**config.mk**
```make
export PLATFORM = sky130hd
export DESIGN_NAME = bus_interface_unit
export DESIGN_NICKNAME = d
export VERILOG_FILES = /design/src/rtl/bus_interface_unit.sv
export SDC_FILE = /design/constraint.sdc
export NUM_CORES = 1
export LEC_CHECK = 0
export ABC_AREA = 0
export CORE_MARGIN = 4
export CORE_UTILIZATION = 51
export CTS_BUF_LIST = sky130_fd_sc_hd__clkbuf_4
export CTS_CLUSTER_SIZE = 20
export DETAILED_ROUTE_END_ITERATION = 6
export GPL_TIMING_DRIVEN = 0
export PLACE_DENSITY_LB_ADDON = 0.15
export SETUP_SLACK_MARGIN = 0.5
export SYNTH_ARGS = -nofsm -noshare
export SYNTH_HDL_FRONTEND = slang
export SYNTH_SLANG_ARGS = --single-unit
```
**constraint.sdc**
```tcl
create_clock -name clk -period 2.15 [get_ports clk]
set_clock_uncertainty 0.1 [all_clocks]
set_input_delay 0.645 -clock clk [delete_from_list [all_inputs] [get_ports clk]]
set_output_delay 0.645 -clock clk [all_outputs]
set_load 0.02 [all_outputs]
```
**src/rtl/bus_interface_unit.sv**
```systemverilog
// bus_interface_unit: turns one byte/word memory request into 8086-style
// T1..T4 bus cycles on a 16-bit bus with A0/BHE_n lanes, wait states and timeout.
module bus_interface_unit #(
  parameter int unsigned MAX_WAIT = 15
) (
  input  logic        clk,
  input  logic        rst,
  input  logic        req_valid,
  output logic        req_ready,
  input  logic        req_we,
  input  logic        req_word,
  input  logic [19:0] req_addr,
  input  logic [15:0] req_wdata,
  output logic        resp_valid,
  output logic        resp_err,
  output logic [15:0] resp_rdata,
  output logic [19:0] bus_addr,
  output logic        bus_ale,
  output logic        bus_rd_n,
  output logic        bus_wr_n,
  output logic        bus_bhe_n,
  output logic [15:0] bus_dout,
  output logic        bus_dout_en,
  input  logic [15:0] bus_din,
  input  logic        bus_ready,
  output logic        busy
);

  localparam int unsigned AW = 20;
  localparam int unsigned DW = 16;
  localparam int unsigned CW = 8;

  typedef enum logic [2:0] {IDLE, T1, T2, T3, T4} state_t;

  state_t          state_q, next_state;

  // Latched request context; addr_q is the address of the current bus cycle
  logic            we_q, word_q, split_q, second_q, abort_q;
  logic [AW-1:0]   addr_q;
  logic [DW-1:0]   wdata_q;
  logic [CW-1:0]   wait_cnt_q;
  logic [7:0]      lo_byte_q;

  // Context of the bus cycle about to start
  logic            nx_we, nx_word, nx_split, nx_second, nx_bhe_n;
  logic [AW-1:0]   nx_addr;
  logic [DW-1:0]   nx_wdata, nx_dout;

  logic            timeout, ready_hit, last_cycle, strobe;
  logic [DW-1:0]   rd_d;

  logic            req_ready_d, busy_d, resp_valid_d, resp_err_d;
  logic            bus_ale_d, bus_rd_n_d, bus_wr_n_d, bus_bhe_n_d, bus_dout_en_d;
  logic [DW-1:0]   resp_rdata_d, bus_dout_d;
  logic [AW-1:0]   bus_addr_d;

  assign timeout    = (state_q == T3) && !bus_ready && (wait_cnt_q == CW'(MAX_WAIT));
  assign ready_hit  = (state_q == T3) && bus_ready;
  assign last_cycle = !split_q || second_q;

  // State register
  always_ff @(posedge clk) begin
    if (rst) state_q <= IDLE;
    else     state_q <= next_state;
  end

  // Next-state logic
  always_comb begin
    next_state = state_q;
    unique case (state_q)
      IDLE:    if (req_valid && req_ready) next_state = T1;
      T1:      next_state = T2;
      T2:      next_state = T3;
      T3:      if (bus_ready || timeout) next_state = T4;
      T4:      next_state = (split_q && !second_q && !abort_q) ? T1 : IDLE;
      default: next_state = IDLE;
    endcase
  end

  // Address, lane and write data for the next T1 (new request or second half)
  always_comb begin
    nx_we     = we_q;
    nx_word   = word_q;
    nx_split  = split_q;
    nx_second = 1'b1;
    nx_wdata  = wdata_q;
    nx_addr   = addr_q + AW'(1);
    if (state_q == IDLE) begin
      nx_we     = req_we;
      nx_word   = req_word;
      nx_split  = req_word & req_addr[0];
      nx_second = 1'b0;
      nx_wdata  = req_wdata;
      nx_addr   = req_addr;
    end
    nx_bhe_n = ~(nx_addr[0] | (nx_word & ~nx_split));
    if (nx_word && !nx_split) nx_dout = nx_wdata;
    else if (nx_second)       nx_dout = {2{nx_wdata[15:8]}};
    else                      nx_dout = {2{nx_wdata[7:0]}};
  end

  // Read data assembly for the completing cycle
  always_comb begin
    if (!word_q)       rd_d = {8'h00, (addr_q[0] ? bus_din[15:8] : bus_din[7:0])};
    else if (!split_q) rd_d = bus_din;
    else               rd_d = {bus_din[7:0], lo_byte_q};
  end

  // Output logic: next values of the registered outputs
  always_comb begin
    strobe        = (next_state == T2) || (next_state == T3);
    req_ready_d   = (next_state == IDLE);
    busy_d        = (next_state != IDLE);
    resp_valid_d  = (next_state == T4) && (timeout || last_cycle);
    resp_err_d    = (next_state == T4) && timeout;
    resp_rdata_d  = resp_rdata;
    bus_addr_d    = bus_addr;
    bus_bhe_n_d   = bus_bhe_n;
    bus_dout_d    = bus_dout;
    bus_ale_d     = (next_state == T1);
    bus_rd_n_d    = ~(strobe & ~we_q);
    bus_wr_n_d    = ~(strobe & we_q);
    bus_dout_en_d = strobe & we_q;
    if (ready_hit && !we_q && last_cycle) resp_rdata_d = rd_d;
    if (next_state == T1) begin
      bus_addr_d  = nx_addr;
      bus_bhe_n_d = nx_bhe_n;
      bus_dout_d  = nx_dout;
    end else if (next_state == IDLE) begin
      bus_bhe_n_d = 1'b1;
    end
  end

  // Output registers
  always_ff @(posedge clk) begin
    if (rst) begin
      req_ready   <= 1'b0;
      busy        <= 1'b0;
      resp_valid  <= 1'b0;
      resp_err    <= 1'b0;
      resp_rdata  <= '0;
      bus_addr    <= '0;
      bus_ale     <= 1'b0;
      bus_rd_n    <= 1'b1;
      bus_wr_n    <= 1'b1;
      bus_bhe_n   <= 1'b1;
      bus_dout    <= '0;
      bus_dout_en <= 1'b0;
    end else begin
      req_ready   <= req_ready_d;
      busy        <= busy_d;
      resp_valid  <= resp_valid_d;
      resp_err    <= resp_err_d;
      resp_rdata  <= resp_rdata_d;
      bus_addr    <= bus_addr_d;
      bus_ale     <= bus_ale_d;
      bus_rd_n    <= bus_rd_n_d;
      bus_wr_n    <= bus_wr_n_d;
      bus_bhe_n   <= bus_bhe_n_d;
      bus_dout    <= bus_dout_d;
      bus_dout_en <= bus_dout_en_d;
    end
  end

  // Request context, wait counter and split-read low byte
  always_ff @(posedge clk) begin
    if (rst) begin
      we_q       <= 1'b0;
      word_q     <= 1'b0;
      split_q    <= 1'b0;
      second_q   <= 1'b0;
      abort_q    <= 1'b0;
      addr_q     <= '0;
      wdata_q    <= '0;
      wait_cnt_q <= '0;
      lo_byte_q  <= '0;
    end else begin
      if (next_state == T1) begin
        we_q       <= nx_we;
        word_q     <= nx_word;
        split_q    <= nx_split;
        second_q   <= nx_second;
        wdata_q    <= nx_wdata;
        addr_q     <= nx_addr;
        wait_cnt_q <= '0;
        abort_q    <= 1'b0;
      end else if (state_q == T3 && !bus_ready) begin
        if (timeout) abort_q    <= 1'b1;
        else         wait_cnt_q <= wait_cnt_q + CW'(1);
      end
      if (ready_hit && split_q && !second_q) lo_byte_q <= bus_din[15:8];
    end
  end

endmodule

```
### Yosys cells after proc, flatten, opt, wreduce, memory -nomap -nowiden

Index checks and enable logic that the tools add are counted.

* bitwise gates (word level): 11
* multiplexer cells: 16
* reduce and logical (&&, ||, !) cells: 31
* equality and inequality tests: 9
* add/subtract/negate cells: 2

Operators with widths (number)
* 2-to-1 mux 16 bit: 5
* adder 20 x 1 -> 20 bit (second input constant): 1
* 2-to-1 mux 20 bit: 1
* case mux 3 bit (5 select lines): 1
* logical AND 1 bit: 13
* equality test 3 x 2 -> 1 bit (second input constant): 4
* adder 8 x 1 -> 8 bit (second input constant): 1
* equality test 8 x 4 -> 1 bit (second input constant): 1
* 2-to-1 mux 8 bit: 1
* equality test 3 x 1 -> 1 bit (second input constant): 2
* equality test 3 bit (second input constant): 2
* logical NOT 1 bit: 6
* logical NOT 3 bit: 2
* 2-to-1 mux 1 bit: 6
* 2-to-1 mux 3 bit: 2
* inverter 1 bit: 6
* AND reduction 2 bit: 3
* bitwise AND 1 bit: 4
* logical OR 1 bit: 4
* nonzero test 3 bit: 1
* nonzero test 2 bit: 1
* OR reduction 2 bit: 1
* bitwise OR 1 bit: 1

* word-level logic and storage cells: 90
* bits in registers: 101
* output and inout bits: 61
* bits of input ports: 58

### Depth between registers and ports, before layout

Gate-level depths: netlist of the first run.

* depth in word-level cells: 10
* mapped depth: 7
* mapped depth without buffers: 5

### Least setup slack after synthesis of the first run

Ideal clock, no wire load.

* path kind: flip-flop to flip-flop
* from: reg addr_q[0]
* to: reg addr_q[16]
* library setup time: 0.079 ns
* arrival time: 1.822 ns
* data required time: 1.971 ns
* cell stages (with the launch flop): 7
* path slack: 0.149 ns
* period minus slack after synthesis: 2.001 ns
* path buffers: 1
* cell sequence: dfxtp_1 > ha_1 > and4_1 > buf_2 > nand4_1 > or4_1 > o211ai_1

* cells in the longest elaborated chain, start to end: 2

RTL lines
* start: declaration: RTL line 39 `logic [AW-1:0] addr_q;`
* start signal: assignment: RTL line 184 `addr_q <= nx_addr;`
* adder 20 x 1 -> 20 bit: RTL line 87 `nx_addr = addr_q + AW'(1);`
* 2-to-1 mux 20 bit: RTL line 88 `if (state_q == IDLE) begin`

Every way passes these cells.
A chain may end at the register's enable or synchronous reset.

### Worst setup path in the final report of the first run

* from: reg state_q[0]
* to: reg addr_q[6]

* cells in the longest elaborated chain, start to end: 7
* elaborated cells on any way between the ends: 13
* those cells by class: eq/ne (5); mux (4); reduce/logical (4)

RTL lines
* start: declaration: RTL line 35 `state_t state_q, next_state;`
* start signal: assignment: RTL line 64 `else state_q <= next_state;`
* equality test 3 x 2 -> 1 bit: RTL line 57, 70
* logical AND 1 bit (2 in series): RTL line 57 `assign timeout = (state_q == T3) && !bus_ready && (wait_cnt_q == CW'(MAX_WAIT));`
* logical OR 1 bit: RTL line 74 `T3: if (bus_ready || timeout) next_state = T4;`
* 2-to-1 mux 3 bit: RTL line 74
* case mux 3 bit (5 select lines): RTL line 70 `unique case (state_q)`
* equality test 3 x 1 -> 1 bit: RTL line 178 `if (next_state == T1) begin`

Parallel ways exist; a longest one is shown, timed or not.

==> qor.yml, run 1 <==
startpoint_type: "register"
num_rows: 35
synth_area_per_cell_sq_um: 8.53
synth_largest_area_cell: "dfxtp_1"
seq_area_frac_synth_pct: 41.1
holdWs_ns: 0.376
worstSetupEndpointType: "register"
drt_first_iter_violations: 665
avgViaCountPerCell: 6.68
synth_compound_area_share_pct: 22.3
path_cells: "buf_8 > or2_4 > clkbuf_2 > a211oi_2 > o21ai_4 > a31oi_1"
start_util_pct: 52.7
synth_seq_cells: 101
maxClockFrequency_ghz: 0.484
hold_violations: 0
ir_drop_uv: 406
detail-route-antenna-nets: 0
dp_slack_ns: -0.534
nets: 863
slew_viol_final: 0
hold_class: "reg -> reg"
synthAdderAreaFrac_pct: 0.509
syn_nets: 637
core_sq_um: 9330
cts_root_buf: "clkbuf_4"
synth_xor_area_share_pct: 0.712
period_minus_slack_ns: 2.07
routedWlPerCell_microns: 24.1
io_buffers: 118
crit_family: "compound AO/OA/AOI/OAI gates"
area_delta_synth_final_pct: 68.3
fin_crit_sh_pct: 96.1
yosysWarnings: 0
post_synth_mux_area_share_pct: 9.21
synth_top_family_by_area: "compound AO/OA/AOI/OAI gates"
hpwlAfterDp_microns: 10700
finish.utilization_pct: 88.8
syn_inst: 577
slew_headroom_pct: 63.2
diodes: 0
synthArstFlopShare_pct: 0
syn-cell-area_sq_um: 4920
setup_slack_ns: 0.0843
drt_pass1_iterations: 5
clkSinkCount: 101
die-area_sq_um: 11300
yosys-top-cells-area: "dfxtp_1 41%, a21oi_1 7.4%, nand2_1 6.9%"
synth-simple-area-share_pct: 21.6
critical_path_arrival_ns: 2.35
outcome: "finished, final reports clean"
antenna_found_initial: 0
path_buf_inv: 2
cts.clk_slew.worst_paths_ns: 0.18
powerDensity_nw_per_um2: 598
clock_latency_ns: 0.47
critPathMaxFanout: 10
synth_flop_cell: "dfxtp_1"
grt_max_degree: 19
required_ns: 2.44
cts_tree: "built"
place.gp.congestion: 0.863
drive_above_1_share_pct: 51.1
cts_buffer_depth: 2
critPathSlowestCell: "a211oi_2"
worst_slew_pin_slew_ns: 0.551
max_stage_delay_ns: 0.51
synth_top_area_share_pct: 41.1
cts.htree.levels: 3
finalPower_mw: 4.96
dieHeight_microns: 106
synthDistinctLibCells: 62
first_global_vias: 5956
synth_edf_count: 0
numCtsBuffers: 9
leakage_nw: 3.19
setup_viol: 0
track_usage_pct: 32.6
pin_count: 119
cap_violations: 0
grt_pass1_wl_microns: 29700
path_class: "reg -> reg"
fp.dieW_microns: 106
wirelength_microns: 22600
via_count: 6262
drc: 0
grt_overflow: 0
rsz0062_at_grt: "yes"
state kept, by name, summed over array words and instances, names as in the netlist:
signal / count
bus_bhe_n: 1
wdata_q: 16
state_q: 3
lo_byte_q: 8
addr_q: 20
bus_ale: 1
req_ready: 1
split_q: 1
bus_wr_n: 1
wait_cnt_q: 8
we_q: 1
resp_valid: 1
bus_dout_en: 1
second_q: 1
bus_dout: 16
busy: 1
abort_q: 1
bus_rd_n: 1
word_q: 1
resp_err: 1
resp_rdata: 16
worst paths after layout:
kind,startpoint,to,slack [ns],cells past startpoint
worst max register to register,state_q[0]$_SDFF_PP0_,addr_q[6]$_SDFFE_PP0N_,0.08,6
worst max-delay path,state_q[0]$_SDFF_PP0_,addr_q[6]$_SDFFE_PP0N_,0.08,6
worst min-delay path,wdata_q[6]$_SDFFE_PP0N_,wdata_q[6]$_SDFFE_PP0N_,0.38,2
worst min register to register,wdata_q[6]$_SDFFE_PP0N_,wdata_q[6]$_SDFFE_PP0N_,0.38,2
layout by cell type, fill, tap and decap left out, types with 8 or more instances in the layout:
master           count
buf_6               83
buf_4               78
nand2_1             72
dfxtp_2             54
clkdlybuf4s50_1     52
a21oi_2             38
a21oi_1             35
dfxtp_1             32
mux2i_1             25
nor2_1              22
o211ai_1            19
mux2_2              18
nand3_1             16
a211o_1             16
dfxtp_4             15
buf_8               13
clkbuf_2            12
nand2_2             10
nand2_4              9
clkbuf_4             9
or4_1                8
a31oi_1              8
synth_stat cells, types with 2 or more instances:
cell type,number
dfxtp_1,101
nand2_1,90
a21oi_1,73
nor2_1,28
clkbuf_1,25
mux2i_1,25
nand3_1,20
o211ai_1,19
mux2_2,18
a211o_1,16
o21ai_0,16
buf_2,14
a22oi_1,10
a31oi_1,10
or3_1,9
or4_1,8
a22o_1,7
nand4_1,7
and3_1,6
nor3_1,5
nor4_1,5
a221oi_1,4
inv_1,4
and4_1,3
buf_4,3
nand2b_1,3
a211oi_1,2
a32oi_1,2
and2_1,2
buf_1,2
ha_1,2
nand3b_1,2
nand4b_1,2
nand4bb_1,2
nor3_2,2
nor4bb_1,2
xnor2_1,2
xor2_1,2
metrics by stage:
stage / std cells / instance area, sq um / TNS (ns)
2_1_floorplan: 577 / 5100 / 0
3_3_place_gp: 824 / 6440 / -29.51
3_5_place_dp: 824 / 6440 / -30.26
4_1_cts: 907 / 7760 / 0
5_1_grt: 937 / 8280 / 0
6_report: 937 / 8280 / 0
final cells by class:
class / instances / area, sq um
buffer: 46 / 443
sequential: 101 / 2150
inverter: 4 / 15.0
clock inverter: 7 / 55.1
clock buffer: 9 / 67.6
tap: 129 / 161
multi-input combinational: 426 / 3250
fill: 417 / 1050
timing repair buffer: 215 / 2150
kinds of logic (layout without fill, tap and decap cells):
logic type	after synthesis	after routing
mux	43	43
fa+ha+maj	2	2
buf+inv	50	281
simple gates	207	207
flops	101	101
xor+xnor	4	4
compound gates	170	170
where the power goes:
group	total, mW	internal (mW)	switching (mW)
combinational	1.90	0.927	0.970
sequential	2.09	1.99	0.0960
clock	0.971	0.254	0.717
total	4.96	3.17	1.78
tightest hold or removal path, delay by kind of cell, from the launching register on:
kind            cells  cell delay [ns]
compound gates      1             0.05
flops               1             0.35
simple gates        1             0.05
metal layers:
metal | track usage [%] | routed length [microns] | up-vias | part of all wire [%]
met5 | 0 | 0 | - | 0
met4 | 18.1 | 1630 | 0 | 7.2
met3 | 6.98 | 2350 | 184 | 10
met2 | 54.9 | 10500 | 547 | 46
met1 | 38.3 | 8130 | 2946 | 36
li1 | - | - | 2585 | -
what timing repair did:
item | in CTS | in global routing
cloned | 8 | 1
hold buffers | 0 | 0
resized for setup | 556 | 91
setup endpoints to repair | 162 | 161
pin swaps | 71 | 48
setup buffers | 59 | 29
No activity file was read; power rests on OpenSTA's default activity.
==> run 2: changes to the inputs <==
--- a/config.mk
+++ b/config.mk
@@ -6,12 +6,14 @@
 export NUM_CORES = 1
 export LEC_CHECK = 0
 export ABC_AREA = 0
+export CORE_ASPECT_RATIO = 1.75
 export CORE_MARGIN = 4
 export CORE_UTILIZATION = 51
 export CTS_BUF_LIST = sky130_fd_sc_hd__clkbuf_4
 export CTS_CLUSTER_SIZE = 20
 export DETAILED_ROUTE_END_ITERATION = 6
 export GPL_TIMING_DRIVEN = 0
+export MAX_ROUTING_LAYER = met4
 export PLACE_DENSITY_LB_ADDON = 0.15
 export SETUP_SLACK_MARGIN = 0.5
 export SYNTH_ARGS = -nofsm -noshare
==> run 2 against run 1 <==
Sequential cell count stayed put. Via count is 1.9% higher. Sequential share of layout area is 0.31 points lower. Clock power grew 32%. Combinational power fell by 3%. Sequential power barely moved. Clock-buffer cell count unchanged. Setup slack improved by 0.020 ns. Hold slack lost 0.0096 ns. First-iteration DRC count grew 6.9%. Critical path depth fell by 2.
==> qor.yml, run 2 (same netlist as run 1, synthesis figures left out) <==
drive_above_1_share_pct: 53.0
wirelength_microns: 23600
grt_max_degree: 17
cts_buffer_depth: 2
num_rows: 47
dieHeight_microns: 138
worstSetupEndpointType: "register"
pin_count: 119
internal_power_mw: 3.48
swShare_pct: 33.3
final_common_cell: "buf_6"
place.gp.congestion: 0.897
cap_violations: 0
met2_length_microns: 11800
cts_root_buf: "clkbuf_4"
regMostFlops: "addr_q"
worst_slew_pin_slew_ns: 0.536
ff2ff_setup_slack_ns: 0.10
detail-route-antenna-nets: 0
grt_pass1_wl_microns: 29200
avgViaCountPerCell: 6.78
wl_met1_microns: 7870
required_ns: 2.45
first_global_vias: 6040
via_count: 6381
rsz0062_at_grt: "yes"
powerDensity_nw_per_um2: 618
drt_first_iter_violations: 711
startpoint_type: "register"
fin_crit_sh_pct: 95.1
slew_headroom_pct: 64.3
area_delta_synth_final_pct: 71.9
pwr-share-seq_pct: 40.1
ir_drop_uv: 548
die-area_sq_um: 11300
finish.utilization_pct: 89.3
clock_latency_ns: 0.49
routedWlPerCell_microns: 25.1
largest_reg_flops: 20
postCtsHoldBufs: 0
maxClockFrequency_ghz: 0.489
fp.dieW_microns: 82.2
p_clk_share_pct: 24.5
antenna_found_initial: 2
hold_depth: 2
hold_violations: 0
io_buffers: 118
pwr-share-comb_pct: 35.3
final_cell_mix: "86 x buf_6, 85 x buf_4, 65 x nand2_1, 53 x clkdlybuf4s50_1, 48 x dfxtp_2"
hold_end: "wdata_q[6]$_SDFFE_PP0N_"
slew_viol_final: 0
period_minus_slack_ns: 2.05
clkSinkCount: 101
track_usage_pct: 34.7
p_sw_mw: 1.74
hpwlAfterDp_microns: 11100
cts.htree.levels: 3
cts.clk_slew.worst_paths_ns: 0.18
worstHoldStart: "wdata_q[6]$_SDFFE_PP0N_"
setup_viol: 0
met3_wirelength_microns: 2100
critical_path_arrival_ns: 2.34
critPathMaxFanout: 4
nets: 872
rr_endpoint: "addr_q[16]$_SDFFE_PP0N_"
drt_pass1_iterations: 5
start_util_pct: 52.0
final_area_sq_um: 8460
drc: 0
r2r_cells: 4
timing.rr.start: "abort_q$_SDFFE_PP0P_"
numCtsBuffers: 9
path_class: "reg -> reg"
cts_tree: "built"
grt_overflow: 0
leakage_nw: 3.23
place_area_sq_um: 6430
hold_class: "reg -> reg"
top_layer: "met4"
outcome: "finished, final reports clean"
core_sq_um: 9470
==> run 2: cell types whose count changed in the layout (fill, tap and decap cells not counted), sizes merged <==
cell	change
a22oi	+1
bufinv	+3
dlygate4sd2	-1
clkbuf	+6
clkdlybuf4s50	+1
diode	+2
clkdlybuf4s15	-1
clkinv	-1
inv	-2
buf	+3
==> run 2: routing by layer <==
| layer | up-vias | global-route usage, % |
|---|---|---|
| met2 | 548 | 57.1 |
| li1 | 2607 | - |
| met4 | 0 | 25.4 |
| met1 | 3005 | 35.8 |
| met3 | 221 | 6.76 |
| met5 | - | - |
==> run 2: area by class of cell <==
| cell class | count | area, sq um |
|---|---|---|
| Timing Repair Buffer | 223 | 2200 |
| Antenna cell | 2 | 5.00 |
| Clock buffer | 9 | 67.6 |
| Clock inverter | 7 | 113 |
| Tap cell | 122 | 153 |
| Buffer | 46 | 464 |
| Inverter | 4 | 15.0 |
| Sequential cell | 101 | 2160 |
| Fill cell | 416 | 1010 |
| Multi-Input combinational cell | 427 | 3280 |
==> run 2: how the worst max path moves through the flow <==
stage / start / end / slack (ns) / depth (start not counted)
after global routing: state_q[0]$_SDFF_PP0_ / addr_q[3]$_SDFFE_PP0N_ / -0.30 / 6
after global placement: bus_ready / resp_rdata[6]$_SDFFE_PP0P_ / -0.49 / 5
final: abort_q$_SDFFE_PP0P_ / addr_q[16]$_SDFFE_PP0N_ / 0.10 / 4
after floorplan: addr_q[0]$_SDFFE_PP0N_ / addr_q[16]$_SDFFE_PP0N_ / 0.38 / 6
after detailed placement: bus_ready / resp_rdata[0]$_SDFFE_PP0P_ / -0.49 / 5
after CTS: state_q[0]$_SDFF_PP0_ / addr_q[16]$_SDFFE_PP0N_ / 0.30 / 5
==> run 2: power groups by stage <==
| stage | combinational [mW] | sequential (mW) | clock (mW) |
|---|---|---|---|
| after floorplan | 0.566 | 2.19 | 0 |
| after global placement | 1.09 | 2.12 | 0 |
| after detailed placement | 1.11 | 2.12 | 0 |
| after CTS | 1.51 | 2.09 | 1.25 |
| after global routing | 1.91 | 2.10 | 1.34 |
| final | 1.84 | 2.10 | 1.28 |
==> run 2: repair_timing <==
item / 4_1_cts / 5_1_grt
pin swaps: 67 / 49
endpoints found under the setup margin: 162 / 161
cloned: 9 / 1
resized for setup: 545 / 129
setup buffers: 62 / 34
==> run 2: stage by stage <==
step           worst slack, ns  hold slack [ns]  power [mW]  setup TNS, ns  std cells
3_5_place_dp            -0.488            0.344        3.23         -33.08        817
5_1_grt                 -0.298            0.401        5.35         -0.637        941
2_1_floorplan            0.375            0.305        2.76              0        577
6_report                 0.105            0.366        5.22              0        941
4_1_cts                  0.298            0.368        4.86              0        904
3_3_place_gp            -0.492            0.343        3.21         -32.90        817
==> run 2: worst max-delay path: stages, from the launching register on <==
cell       delay [ns]
dfxtp_2          0.42
nand4bb_1        0.31
or3_4            0.47
or4_1            0.52
o211ai_1         0.13
